`src/rtl/uart_rx.sv`:
```
// 8N1 UART receiver, LSB first, oversampled by the system clock.
// Delivers each byte with a one-cycle fresh strobe and flags bad stop bits.
module uart_rx #(
  parameter int CLKS_PER_BIT = 434
) (
  input  logic       clk,
  input  logic       rst,
  input  logic       rx,
  output logic [7:0] rx_data,
  output logic       rx_data_fresh,
  output logic       rx_frame_err
);

  localparam int CW = $clog2(CLKS_PER_BIT);
  localparam logic [CW-1:0] HALF_LAST = CW'(CLKS_PER_BIT / 2 - 1);
  localparam logic [CW-1:0] FULL_LAST = CW'(CLKS_PER_BIT - 1);

  typedef enum logic [2:0] {
    S_IDLE  = 3'd0,
    S_START = 3'd1,
    S_DATA  = 3'd2,
    S_STOP  = 3'd3,
    S_BREAK = 3'd4
  } state_e;

  state_e        state_q, state_d;
  logic [CW-1:0] cnt_q, cnt_d;
  logic [2:0]    idx_q, idx_d;
  logic [7:0]    sh_q, sh_d;
  logic          sync1_q, sync2_q;
  logic [1:0]    settle_q, settle_d;
  logic          armed_q, armed_d;
  logic [7:0]    data_q, data_d;
  logic          fresh_q, fresh_d;
  logic          err_q, err_d;
  logic          rx_s;
  logic          cnt_full_s;

  assign rx_s       = sync2_q;
  assign cnt_full_s = (cnt_q == FULL_LAST);

  // The synchronizer flops reset high, so rx_s only reflects the real line two
  // cycles after reset; starts are armed only once a genuine high has been seen.
  assign settle_d = {settle_q[0], 1'b1};
  assign armed_d  = armed_q | (settle_q[1] & rx_s);

  // State register, synchronizer and registered outputs.
  always_ff @(posedge clk) begin
    if (rst) begin
      state_q  <= S_IDLE;
      cnt_q    <= {CW{1'b0}};
      idx_q    <= 3'd0;
      sh_q     <= 8'h00;
      sync1_q  <= 1'b1;
      sync2_q  <= 1'b1;
      settle_q <= 2'b00;
      armed_q  <= 1'b0;
      data_q   <= 8'h00;
      fresh_q  <= 1'b0;
      err_q    <= 1'b0;
    end else begin
      state_q  <= state_d;
      cnt_q    <= cnt_d;
      idx_q    <= idx_d;
      sh_q     <= sh_d;
      sync1_q  <= rx;
      sync2_q  <= sync1_q;
      settle_q <= settle_d;
      armed_q  <= armed_d;
      data_q   <= data_d;
      fresh_q  <= fresh_d;
      err_q    <= err_d;
    end
  end

  // Next-state, bit timing and shift register.
  always_comb begin
    state_d = state_q;
    cnt_d   = cnt_q;
    idx_d   = idx_q;
    sh_d    = sh_q;
    case (state_q)
      S_IDLE: begin
        cnt_d = {CW{1'b0}};
        if (!rx_s && armed_q) state_d = S_START;
        else                  state_d = S_IDLE;
      end
      S_START: begin
        if (cnt_q == HALF_LAST) begin
          cnt_d = {CW{1'b0}};
          idx_d = 3'd0;
          if (rx_s) state_d = S_IDLE;
          else      state_d = S_DATA;
        end else begin
          cnt_d = cnt_q + CW'(1);
        end
      end
      S_DATA: begin
        if (cnt_full_s) begin
          sh_d  = {rx_s, sh_q[7:1]};
          cnt_d = {CW{1'b0}};
          idx_d = idx_q + 3'd1;
          if (idx_q == 3'd7) state_d = S_STOP;
          else               state_d = S_DATA;
        end else begin
          cnt_d = cnt_q + CW'(1);
        end
      end
      S_STOP: begin
        if (cnt_full_s) begin
          cnt_d = {CW{1'b0}};
          if (rx_s) state_d = S_IDLE;
          else      state_d = S_BREAK;
        end else begin
          cnt_d = cnt_q + CW'(1);
        end
      end
      S_BREAK: begin
        cnt_d = {CW{1'b0}};
        if (rx_s) state_d = S_IDLE;
        else      state_d = S_BREAK;
      end
      default: begin
        state_d = S_IDLE;
        cnt_d   = {CW{1'b0}};
      end
    endcase
  end

  // Output strobes and byte capture, decided on the stop-bit sample.
  always_comb begin
    data_d  = data_q;
    fresh_d = 1'b0;
    err_d   = 1'b0;
    if (state_q == S_STOP && cnt_full_s) begin
      if (rx_s) begin
        data_d  = sh_q;
        fresh_d = 1'b1;
      end else begin
        err_d   = 1'b1;
      end
    end else begin
      data_d = data_q;
    end
  end

  assign rx_data       = data_q;
  assign rx_data_fresh = fresh_q;
  assign rx_frame_err  = err_q;

endmodule
```
`config.mk`:
```
export PLATFORM = sky130hd
export DESIGN_NAME = uart_rx
export DESIGN_NICKNAME = d
export VERILOG_FILES = /design/src/rtl/uart_rx.sv
export SDC_FILE = /design/constraint.sdc
export NUM_CORES = 1
export LEC_CHECK = 0
export ABC_AREA = 1
export BUFFER_PORTS_ARGS = -buffer_cell sky130_fd_sc_hd__buf_2
export CAP_MARGIN = 20
export CORE_MARGIN = 3
export CORE_UTILIZATION = 25
export DETAILED_ROUTE_END_ITERATION = 8
export GPL_ROUTABILITY_DRIVEN = 0
export GPL_TIMING_DRIVEN = 1
export PLACE_DENSITY = 0.47
export SLEW_MARGIN = 20
export SYNTH_ARGS = -nofsm -noshare
export SYNTH_HDL_FRONTEND = slang
export SYNTH_SLANG_ARGS = --single-unit
```
`constraint.sdc`:
```
create_clock -name clk -period 1.4 [get_ports clk]
set_clock_uncertainty 0.05 [all_clocks]
set_input_delay 0.21 -clock clk [delete_from_list [all_inputs] [get_ports clk]]
set_output_delay 0.21 -clock clk [all_outputs]
set_load 0.01 [all_outputs]
```
# [Word level (Yosys, flattened, before mapping)]
# Cells that the tools add are included.
[word_totals] register_bits=38 elab_cells=55
[op_classes] n_addsub=2 n_eq_ne=10 mux=17 n_bitwise=3 reduce_logical=11
[op_table] op="3-bit 2-to-1 mux" n=6
[op_table] op="9-bit 2-to-1 mux" n=2
[op_table] op="9-bit one-hot mux with 2 select lines" n=1
[op_table] op="3-bit one-hot mux with 5 select lines" n=1
[op_table] op="9-bit by 1-bit adder with 9-bit output, second input constant" n=1
[op_table] op="9-bit by 8-bit == test with 1-bit output, second input constant" n=1
[op_table] op="9-bit == test, second input constant" n=1
[op_table] op="3-bit by 2-bit == test with 1-bit output, second input constant" n=2
[op_table] op="3-bit == test, second input constant" n=2
[op_table] op="2-bit != test, second input constant" n=3
[op_table] op="3-bit one-hot mux with 2 select lines" n=1
[op_table] op="3-bit AND reduction" n=2
[op_table] op="1-bit 2-to-1 mux" n=5
[op_table] op="2-bit AND reduction" n=2
[op_table] op="2-bit OR reduction" n=2
[op_table] op="3-bit by 1-bit adder with 3-bit output, second input constant" n=1
[op_table] op="3-bit by 1-bit == test with 1-bit output, second input constant" n=1
[op_table] op="3-bit logical NOT" n=1
[op_table] op="1-bit logical AND" n=2
[op_table] op="2-bit 2-to-1 mux" n=1
[op_table] op="2-bit nonzero test" n=1
[op_table] op="1-bit AND" n=1
[op_table] op="1-bit logical NOT" n=1
[op_table] op="1-bit NOT" n=1
[op_table] op="1-bit bitwise OR" n=1

# [Logic depth before layout (Yosys ltp)]
# Gate-level depths: netlist of the first run.
[depth] ltp_word=4 depth_mapped=9 mapped_depth_nobuf=9

# [Worst setup path after synthesis of the first run]
# No wires, ideal clock.
[synth_path] path_type="register -> register" start="register cnt_q[0]" end="register data_q[1], in the netlist rx_data[1]" setup_ns=0.113 arrival_ns=1.183 required_time_ns=1.237 path_slack_ns=0.054 path_stages_with_launch=8 synth_period_minus_slack_ns=1.346 path_cell_list="dfxtp_1 ha_1 nand2_1 nor2_4 nand4_4 buf_6 nor2_1 nor2_1"
[synth_between] elab_chain_len=3
[synth_rtl] item="start: declaration" line="27" text="logic [CW-1:0] cnt_q, cnt_d;"
[synth_rtl] item="start signal: assignment" line="51" text="cnt_q <= {CW{1'b0}};"
[synth_rtl] item="start signal: assignment" line="63" text="cnt_q <= cnt_d;"
[synth_rtl] item="9-bit == test" line="40" text="assign cnt_full_s = (cnt_q == FULL_LAST);"
[synth_rtl] item="1-bit logical AND" line="135" text="if (state_q == S_STOP && cnt_full_s) begin"
[synth_rtl] item="2-bit AND reduction (no line)"
[synth_rtl] item="end signal: assignment" line="70" text="data_q <= data_d;"
[synth_rtl] item="end: declaration" line="33" text="logic [7:0] data_q, data_d;"
# Every way passes these cells.
# A chain may end at the register's enable or synchronous reset.

# [Worst setup path in the final report of the first run]
[layout_path] start="register cnt_q[1]" end="register data_q[3], in the netlist rx_data[3]"
# The elaborated chain is that of the path after synthesis.

==> results of run 1 <==
power by group through the flow:
| stage | Sequential [W] | Combinational (W) | Clock [W] |
|---|---|---|---|
| after floorplan | 0.00117 | 0.000177 | 0 |
| after global placement | 0.00118 | 0.000322 | 0 |
| after detailed placement | 0.00118 | 0.000322 | 0 |
| after CTS | 0.00115 | 0.000326 | 0.00119 |
| after global routing | 0.00117 | 0.000450 | 0.00125 |
| final | 0.00116 | 0.000408 | 0.00118 |
worst max-delay path: stages, from the launching register on:
cell and delay, ps:
sky130_fd_sc_hd__dfxtp_2 340, sky130_fd_sc_hd__inv_4 60, sky130_fd_sc_hd__ha_4 140, sky130_fd_sc_hd__nand2_4 50, sky130_fd_sc_hd__nor2_4 180, sky130_fd_sc_hd__nand4_4 160, sky130_fd_sc_hd__clkbuf_16 220, sky130_fd_sc_hd__nor2_1 90
sky130_fd_sc_hd__nor2_1 40
kinds of logic (layout without fill, tap and decap cells):
family                     count (synthesis)  after routing  synth area share
and+or+nand+nor                          119            119             0.322
DFF                                       38             38             0.465
buffers and inverters                     32             68            0.0894
AOI/OAI and AO/OA                         20             20            0.0642
adders and majority gates                  5              5            0.0382
xor gates and xnor gates                   4              4            0.0214
area by class of cell:
cell class,count,area (sq um),share of cell area
Multi-Input combinational cell,148,936,0.399
Sequential cell,38,766,0.326
Timing Repair Buffer,34,300,0.128
Inverter,26,108,0.0459
Tap cell,75,93.8,0.0400
Clock buffer,6,82.6,0.0352
Clock inverter,2,60.1,0.0256
through the flow:
stage | std cells | power (W) | area (sq um) | hold WS [ps] | setup slack (ps)
6_report | 329 | 0.00275 | 2350 | 53.0 | -24.2
5_1_grt | 329 | 0.00287 | 2350 | 49.9 | -118
4_1_cts | 326 | 0.00267 | 2050 | 43.6 | 1.39
3_5_place_dp | 317 | 0.00150 | 1880 | 343 | -90.7
3_3_place_gp | 317 | 0.00150 | 1880 | 342 | -27.6
2_1_floorplan | 218 | 0.00135 | 1640 | 264 | 54.4
metal layers:
layer | track usage | vias up | share of wire
li1 | - | 742 | -
met1 | 0.123 | 619 | 0.50
met2 | 0.147 | 13 | 0.45
met3 | 0.0255 | 8 | 0.022
met4 | 0.0510 | 0 | 0.024
met5 | 0 | - | 0
state kept, by name, summed over array words and instances, names as in the netlist:
name,count
idx_q,3
cnt_q,9
armed_q,1
sync1_q,1
rx_frame_err,1
settle_q,2
state_q,3
rx_data_fresh,1
rx_data,8
rx_s,1
sh_q,8
path summary, 6_finish.rpt:
check / to / slack (ps) / cells past startpoint
setup / recovery: rx_data[3]$_SDFFE_PP0P_ / -20 / 8
hold / removal: sync1_q$_SDFF_PP1_ / 50 / 2
setup reg to reg: rx_data[3]$_SDFFE_PP0P_ / -20 / 8
hold reg to reg: settle_q[1]$_SDFF_PP0_ / 340 / 2
synthesized netlist by cell type, types with 2 or more instances:
| master | count |
|---|---|
| sky130_fd_sc_hd__buf_6 | 2 |
| sky130_fd_sc_hd__nor2_2 | 2 |
| sky130_fd_sc_hd__or2_2 | 2 |
| sky130_fd_sc_hd__dfxtp_1 | 38 |
| sky130_fd_sc_hd__ha_1 | 5 |
| sky130_fd_sc_hd__clkbuf_1 | 2 |
| sky130_fd_sc_hd__inv_2 | 3 |
| sky130_fd_sc_hd__nand2_1 | 55 |
| sky130_fd_sc_hd__a21oi_1 | 14 |
| sky130_fd_sc_hd__nand3_1 | 9 |
| sky130_fd_sc_hd__o21ai_0 | 4 |
| sky130_fd_sc_hd__nand2_2 | 3 |
| sky130_fd_sc_hd__inv_1 | 23 |
| sky130_fd_sc_hd__xor2_1 | 3 |
| sky130_fd_sc_hd__nor2_4 | 2 |
| sky130_fd_sc_hd__nor3_1 | 3 |
| sky130_fd_sc_hd__nor2_1 | 39 |
what timing repair did:
action,4_1_cts,5_1_grt
gates resized for setup,2,70
endpoints found under the setup margin,19,30
hold endpoints to repair,0,0
buffers inserted,1,1
gates cloned,0,2
pin swaps,1,17
hold buffers,0,0
==> metrics.md, run 1 <==
| Metric | Value |
|---|---|
| Number of synthesis warnings | `0` |
| Share of the cycle needed by the critical path after routing | `1.02` |
| Via Count | `1382` |
| Leak pwr | `0.971 nW` |
| Nets | `261` |
| Clock-pin slew of the registers on the worst-case setup and hold paths | `80 ps` |
| Buffer type at the clock tree root | `sky130_fd_sc_hd__clkbuf_8` |
| Cell types occupying the most area after synthesis | `sky130_fd_sc_hd__dfxtp_1, sky130_fd_sc_hd__nand2_1, sky130_fd_sc_hd__nor2_1, sky130_fd_sc_hd__inv_1, sky130_fd_sc_hd__a21oi_1` |
| Fraction of layout cells with a size suffix above 1 | `0.402` |
| Fmax achieved | `0.702 GHz` |
| Area of the core region | `6130 sq um` |
| Detailed-route DRC error count | `0` |
| Category of the worst setup path launch point | `flip-flop` |
| Register area share after synthesis | `0.465` |
| Global-route usage over all layers | `0.0960` |
| Sw Pwr | `0.000669 W` |
| Insertion delay to the later sink of the worst-skew pair | `300 ps` |
| CTS tree | `done` |
| Net switching share of the total power | `0.244` |
| Type of the worst min-delay path | `input pin to flip-flop` |
| Total nets after synthesis | `226` |
| Violated checks | `negative setup slack` |
| Count of flip-flops with a built-in enable after synthesis | `0` |
| Arrival time worst endpoint | `1570 ps` |
| FF+latch count, synth | `38` |
| Wirelength, routed | `3.56 mm` |
| Critical R2R Launch | `cnt_q[1]$_SDFF_PP0_` |
| Shortest period the worst path allows | `1420 ps` |
| Final max-slew violation count | `0` |
| Share of flip-flops with an asynchronous set or reset after synthesis | `0` |
| Leading area contributor after synthesis | `sky130_fd_sc_hd__dfxtp_1` |
| Relative contribution of sequential cells to total power | `0.424` |
| Total Neg Setup Slack | `-102 ps` |
| Average wire per cell in the routed design | `10.8 microns` |
| Worst Path Class, Setup | `flip-flop to flip-flop` |
| Data required time of the critical path | `1550 ps` |
| Final setup violation count | `8` |
| Average footprint of a synthesized cell | `7.51 sq um` |
| Final WS setup | `-24.2 ps` |
| Filler Cells Inserted | `617` |
| Max-cap violations | `0` |
| Detailed Routing Iterations Pass 1 | `4` |
| Max-slew headroom at the worst pin | `0.797` |
| Clk network pwr share | `0.428` |
| First element of the critical path | `cnt_q[1]$_SDFF_PP0_` |
| Result of the run | `finished, violations left` |
| Most frequent standard cell in the layout excluding fill and tap cells | `sky130_fd_sc_hd__nand2_1` |
| DPL Wire Length | `2.32 mm` |
| Vertical die dimension | `86.9 microns` |
| Pin count of the biggest net entering global routing | `19` |
| Pint | `0.00208 W` |
| Area added between synthesis and finish | `43.3%` |
| Distinct cell type count of the synthesized netlist | `26` |
| H-Tree Depth | `2` |
| Vias in the first global route | `1283` |
| Die Footprint | `7550 sq um` |
| Top library cells by usage in the layout, fill and taps aside | `sky130_fd_sc_hd__nand2_1, sky130_fd_sc_hd__dfxtp_1, sky130_fd_sc_hd__nor2_1` |
| Number of vias per cell | `4.20` |
| Initial detailed-routing violation count | `68` |
| HP Start | `rx` |
| Mapped Area | `1640 sq um` |
| Area fraction of the dominant cell type after synthesis | `0.465` |
| Power Density | `1170 nW/um^2` |
| Number of buffers created by CTS | `5` |
| Unrepaired setup endpoints after global routing | `yes` |
| Starting utilization of the core area | `0.267` |
| Worst Tran Pin Value | `304 ps` |
| Floorplan die width | `86.9 microns` |
| Final hold violation count | `0` |
| Remaining number of nets flagged by the antenna check after routing | `0` |
| Wire length of the first global-routing pass | `5.63 mm` |
| Buffers on Ports | `12` |
| Logic pwr share | `0.149` |
| Aggregate global routing overflow | `0` |
| Kind of end point of the critical path | `flip-flop` |
| Peak VDD IR | `623 uV` |
| Largest fanout on the critical path | `8` |
| Synthesized instance count | `218` |
| Standard-cell rows | `28` |
| Most used DFF post-synth | `sky130_fd_sc_hd__dfxtp_1` |
| Final core occ | `0.383` |
| Number of clock sinks seen by CTS | `38` |
| Number of antenna violations at the first check in global routing | `0` |
| Clock Tree Buf Depth | `2` |
| Number of diodes added for antenna fixing | `0` |
| Ports placed on the boundary | `13` |
Note: power is estimated with default switching activity, not from simulation.
==> run 2, diff against run 1 <==
--- a/config.mk
+++ b/config.mk
@@ -8,6 +8,7 @@
 export ABC_AREA = 1
 export BUFFER_PORTS_ARGS = -buffer_cell sky130_fd_sc_hd__buf_2
 export CAP_MARGIN = 20
+export CORE_ASPECT_RATIO = 1.5
 export CORE_MARGIN = 3
 export CORE_UTILIZATION = 25
 export DETAILED_ROUTE_END_ITERATION = 8
==> metrics.md, run 2 (synthesis results as in run 1) <==
| Metric | Value |
|---|---|
| Number of vias per cell | `4.20` |
| Met2 routed WL | `1.95 mm` |
| Most frequent standard cell in the layout excluding fill and tap cells | `sky130_fd_sc_hd__nand2_1` |
| Met3 WL | `91 microns` |
| Fraction of layout cells with a size suffix above 1 | `0.335` |
| Via Count | `1389` |
| DPL Wire Length | `2.51 mm` |
| Vias in the first global route | `1255` |
| Share of the cycle needed by the critical path after routing | `0.970` |
| Standard-cell rows | `35` |
| Highest metal layer used by the detailed router | `met4` |
| Data required time of the critical path | `1520 ps` |
| Max-cap violations | `0` |
| Instance area after placement | `1920 sq um` |
| Number of clock sinks seen by CTS | `38` |
| Type of the worst min-delay path | `input pin to flip-flop` |
| Hold endpoint | `sync1_q$_SDFF_PP1_` |
| Filler Cells Inserted | `670` |
| Nets | `264` |
| CTS tree | `done` |
| Category of the worst setup path launch point | `flip-flop` |
| Overall power of the completed layout | `0.00251 W` |
| Floorplan die width | `72.1 microns` |
| Final hold violation count | `0` |
| Register containing the most flip-flops in the final layout | `cnt_q` |
| H-Tree Depth | `2` |
| Worst Hold Depth | `2` |
| Largest fanout on the critical path | `6` |
| Kind of end point of the critical path | `flip-flop` |
| Arrival time worst endpoint | `1480 ps` |
| Pin count of the biggest net entering global routing | `18` |
| Worst reg-to-reg setup slack | `40 ps` |
| Final setup violation count | `0` |
| Wire length on met1 | `1.37 mm` |
| Detailed Routing Iterations Pass 1 | `4` |
| Wire length of the first global-routing pass | `5.58 mm` |
| Area of the core region | `6260 sq um` |
| Die Footprint | `7570 sq um` |
| Average wire per cell in the routed design | `10.4 microns` |
| Fmax achieved | `0.736 GHz` |
| Critical R2R Launch | `cnt_q[1]$_SDFF_PP0_` |
| FF-to-FF path depth | `8` |
| Initial detailed-routing violation count | `37` |
| Worst Path Class, Setup | `flip-flop to flip-flop` |
| Top library cells by usage in the layout, fill and taps aside | `sky130_fd_sc_hd__nand2_1, sky130_fd_sc_hd__nor2_1, sky130_fd_sc_hd__dfxtp_1` |
| Detailed-route DRC error count | `0` |
| Buffers on Ports | `12` |
| Power Density | `1140 nW/um^2` |
| HP Start | `rx` |
| Insertion delay to the later sink of the worst-skew pair | `280 ps` |
| Total non-filler cell area in the finished layout | `2200 sq um` |
| Worst R2R End | `idx_q[2]$_SDFFE_PP0P_` |
| Area added between synthesis and finish | `34.3%` |
| Number of diodes added for antenna fixing | `0` |
| Largest register FFs | `9` |
| Global-route usage over all layers | `0.0946` |
| Ports placed on the boundary | `13` |
| Shortest period the worst path allows | `1360 ps` |
| Buffer type at the clock tree root | `sky130_fd_sc_hd__clkbuf_8` |
| Peak VDD IR | `371 uV` |
| Leak pwr | `0.950 nW` |
| Clock Tree Buf Depth | `2` |
| Number of buffers created by CTS | `5` |
| Unrepaired setup endpoints after global routing | `yes` |
| Clock-pin slew of the registers on the worst-case setup and hold paths | `80 ps` |
| Final core occ | `0.351` |
| Max-slew headroom at the worst pin | `0.840` |
| Starting utilization of the core area | `0.261` |
| Wirelength, routed | `3.44 mm` |
| Number of antenna violations at the first check in global routing | `0` |
| Worst Tran Pin Value | `240 ps` |
| Worst Hold Slack | `50.0 ps` |
| Remaining number of nets flagged by the antenna check after routing | `0` |
| Vertical die dimension | `105 microns` |
| Aggregate global routing overflow | `0` |
| Result of the run | `complete, no violations` |
| Final max-slew violation count | `0` |
==> run 2: cell types whose count changed in the layout (fill, tap and decap cells not counted), sizes merged <==
| cell | delta |
|---|---|
| inv | -1 |
| clkinvlp | +1 |
| buf | +4 |
| bufinv | -1 |
| clkinv | +2 |
| clkbuf | -2 |
==> run 2: per-layer routing <==
| layer | vias up | track usage |
|---|---|---|
| li1 | 746 | - |
| met1 | 627 | 0.0991 |
| met2 | 14 | 0.171 |
| met3 | 2 | 0.0289 |
| met4 | 0 | 0.0363 |
| met5 | - | 0 |
==> run 2: critical path: stages, from the launching register on <==
cell	delay, ps
sky130_fd_sc_hd__dfxtp_2	340
sky130_fd_sc_hd__inv_4	80
sky130_fd_sc_hd__ha_4	150
sky130_fd_sc_hd__nand2_4	50
sky130_fd_sc_hd__nor2_4	140
sky130_fd_sc_hd__nand3_4	150
sky130_fd_sc_hd__buf_6	180
sky130_fd_sc_hd__nand3_2	70
sky130_fd_sc_hd__a21oi_2	50
==> run 2: where the power goes <==
| part | internal (W) | switching, W | leakage (nW) | total (W) |
|---|---|---|---|---|
| registers | 0.00112 | 0.0000454 | 0.310 | 0.00117 |
| logic | 0.000214 | 0.000222 | 0.588 | 0.000436 |
| clock network | 0.000531 | 0.000378 | 0.0514 | 0.000910 |
| total | 0.00187 | 0.000645 | 0.950 | 0.00251 |
==> run 2: what timing repair did <==
item                                    4_1_cts  5_1_grt
setup buffers                                 1        1
gates cloned                                  0        1
pin swaps                                     3       12
hold buffers                                  0        0
gates resized for setup                      10       33
endpoints found under the setup margin       29       31
==> run 2: final cells by class <==
| type | count | area [sq um] | area share |
|---|---|---|---|
| multi-input combinational | 148 | 838 | 0.381 |
| sequential | 38 | 768 | 0.349 |
| timing repair buffer | 36 | 277 | 0.126 |
| inverter | 26 | 108 | 0.0489 |
| tap | 74 | 92.6 | 0.0421 |
| clock buffer | 6 | 72.6 | 0.0330 |
| clock inverter | 2 | 37.5 | 0.0171 |
| timing repair inverter | 1 | 5.00 | 0.00228 |
==> run 2: stage by stage <==
step                setup TNS, ps  instances  setup WS (ps)
floorplan                       0        218           54.4
global placement             -571        320          -73.4
detailed placement          -1060        320          -92.2
CTS                         -3.69        329          -3.69
global route                 -696        331          -57.4
finish                          0        331           42.2
==> run 2: worst max-delay path by stage <==
stage	start	end	slack [ps]
after global placement	cnt_q[1]$_SDFF_PP0_	rx_data[7]$_SDFFE_PP0P_	-70
after CTS	cnt_q[1]$_SDFF_PP0_	rx_data[6]$_SDFFE_PP0P_	-4
final	cnt_q[1]$_SDFF_PP0_	idx_q[2]$_SDFFE_PP0P_	40
after global routing	cnt_q[1]$_SDFF_PP0_	cnt_q[7]$_SDFF_PP0_	-60
after detailed placement	cnt_q[1]$_SDFF_PP0_	rx_data[7]$_SDFFE_PP0P_	-90
after floorplan	cnt_q[0]$_SDFF_PP0_	rx_data[1]$_SDFFE_PP0P_	50
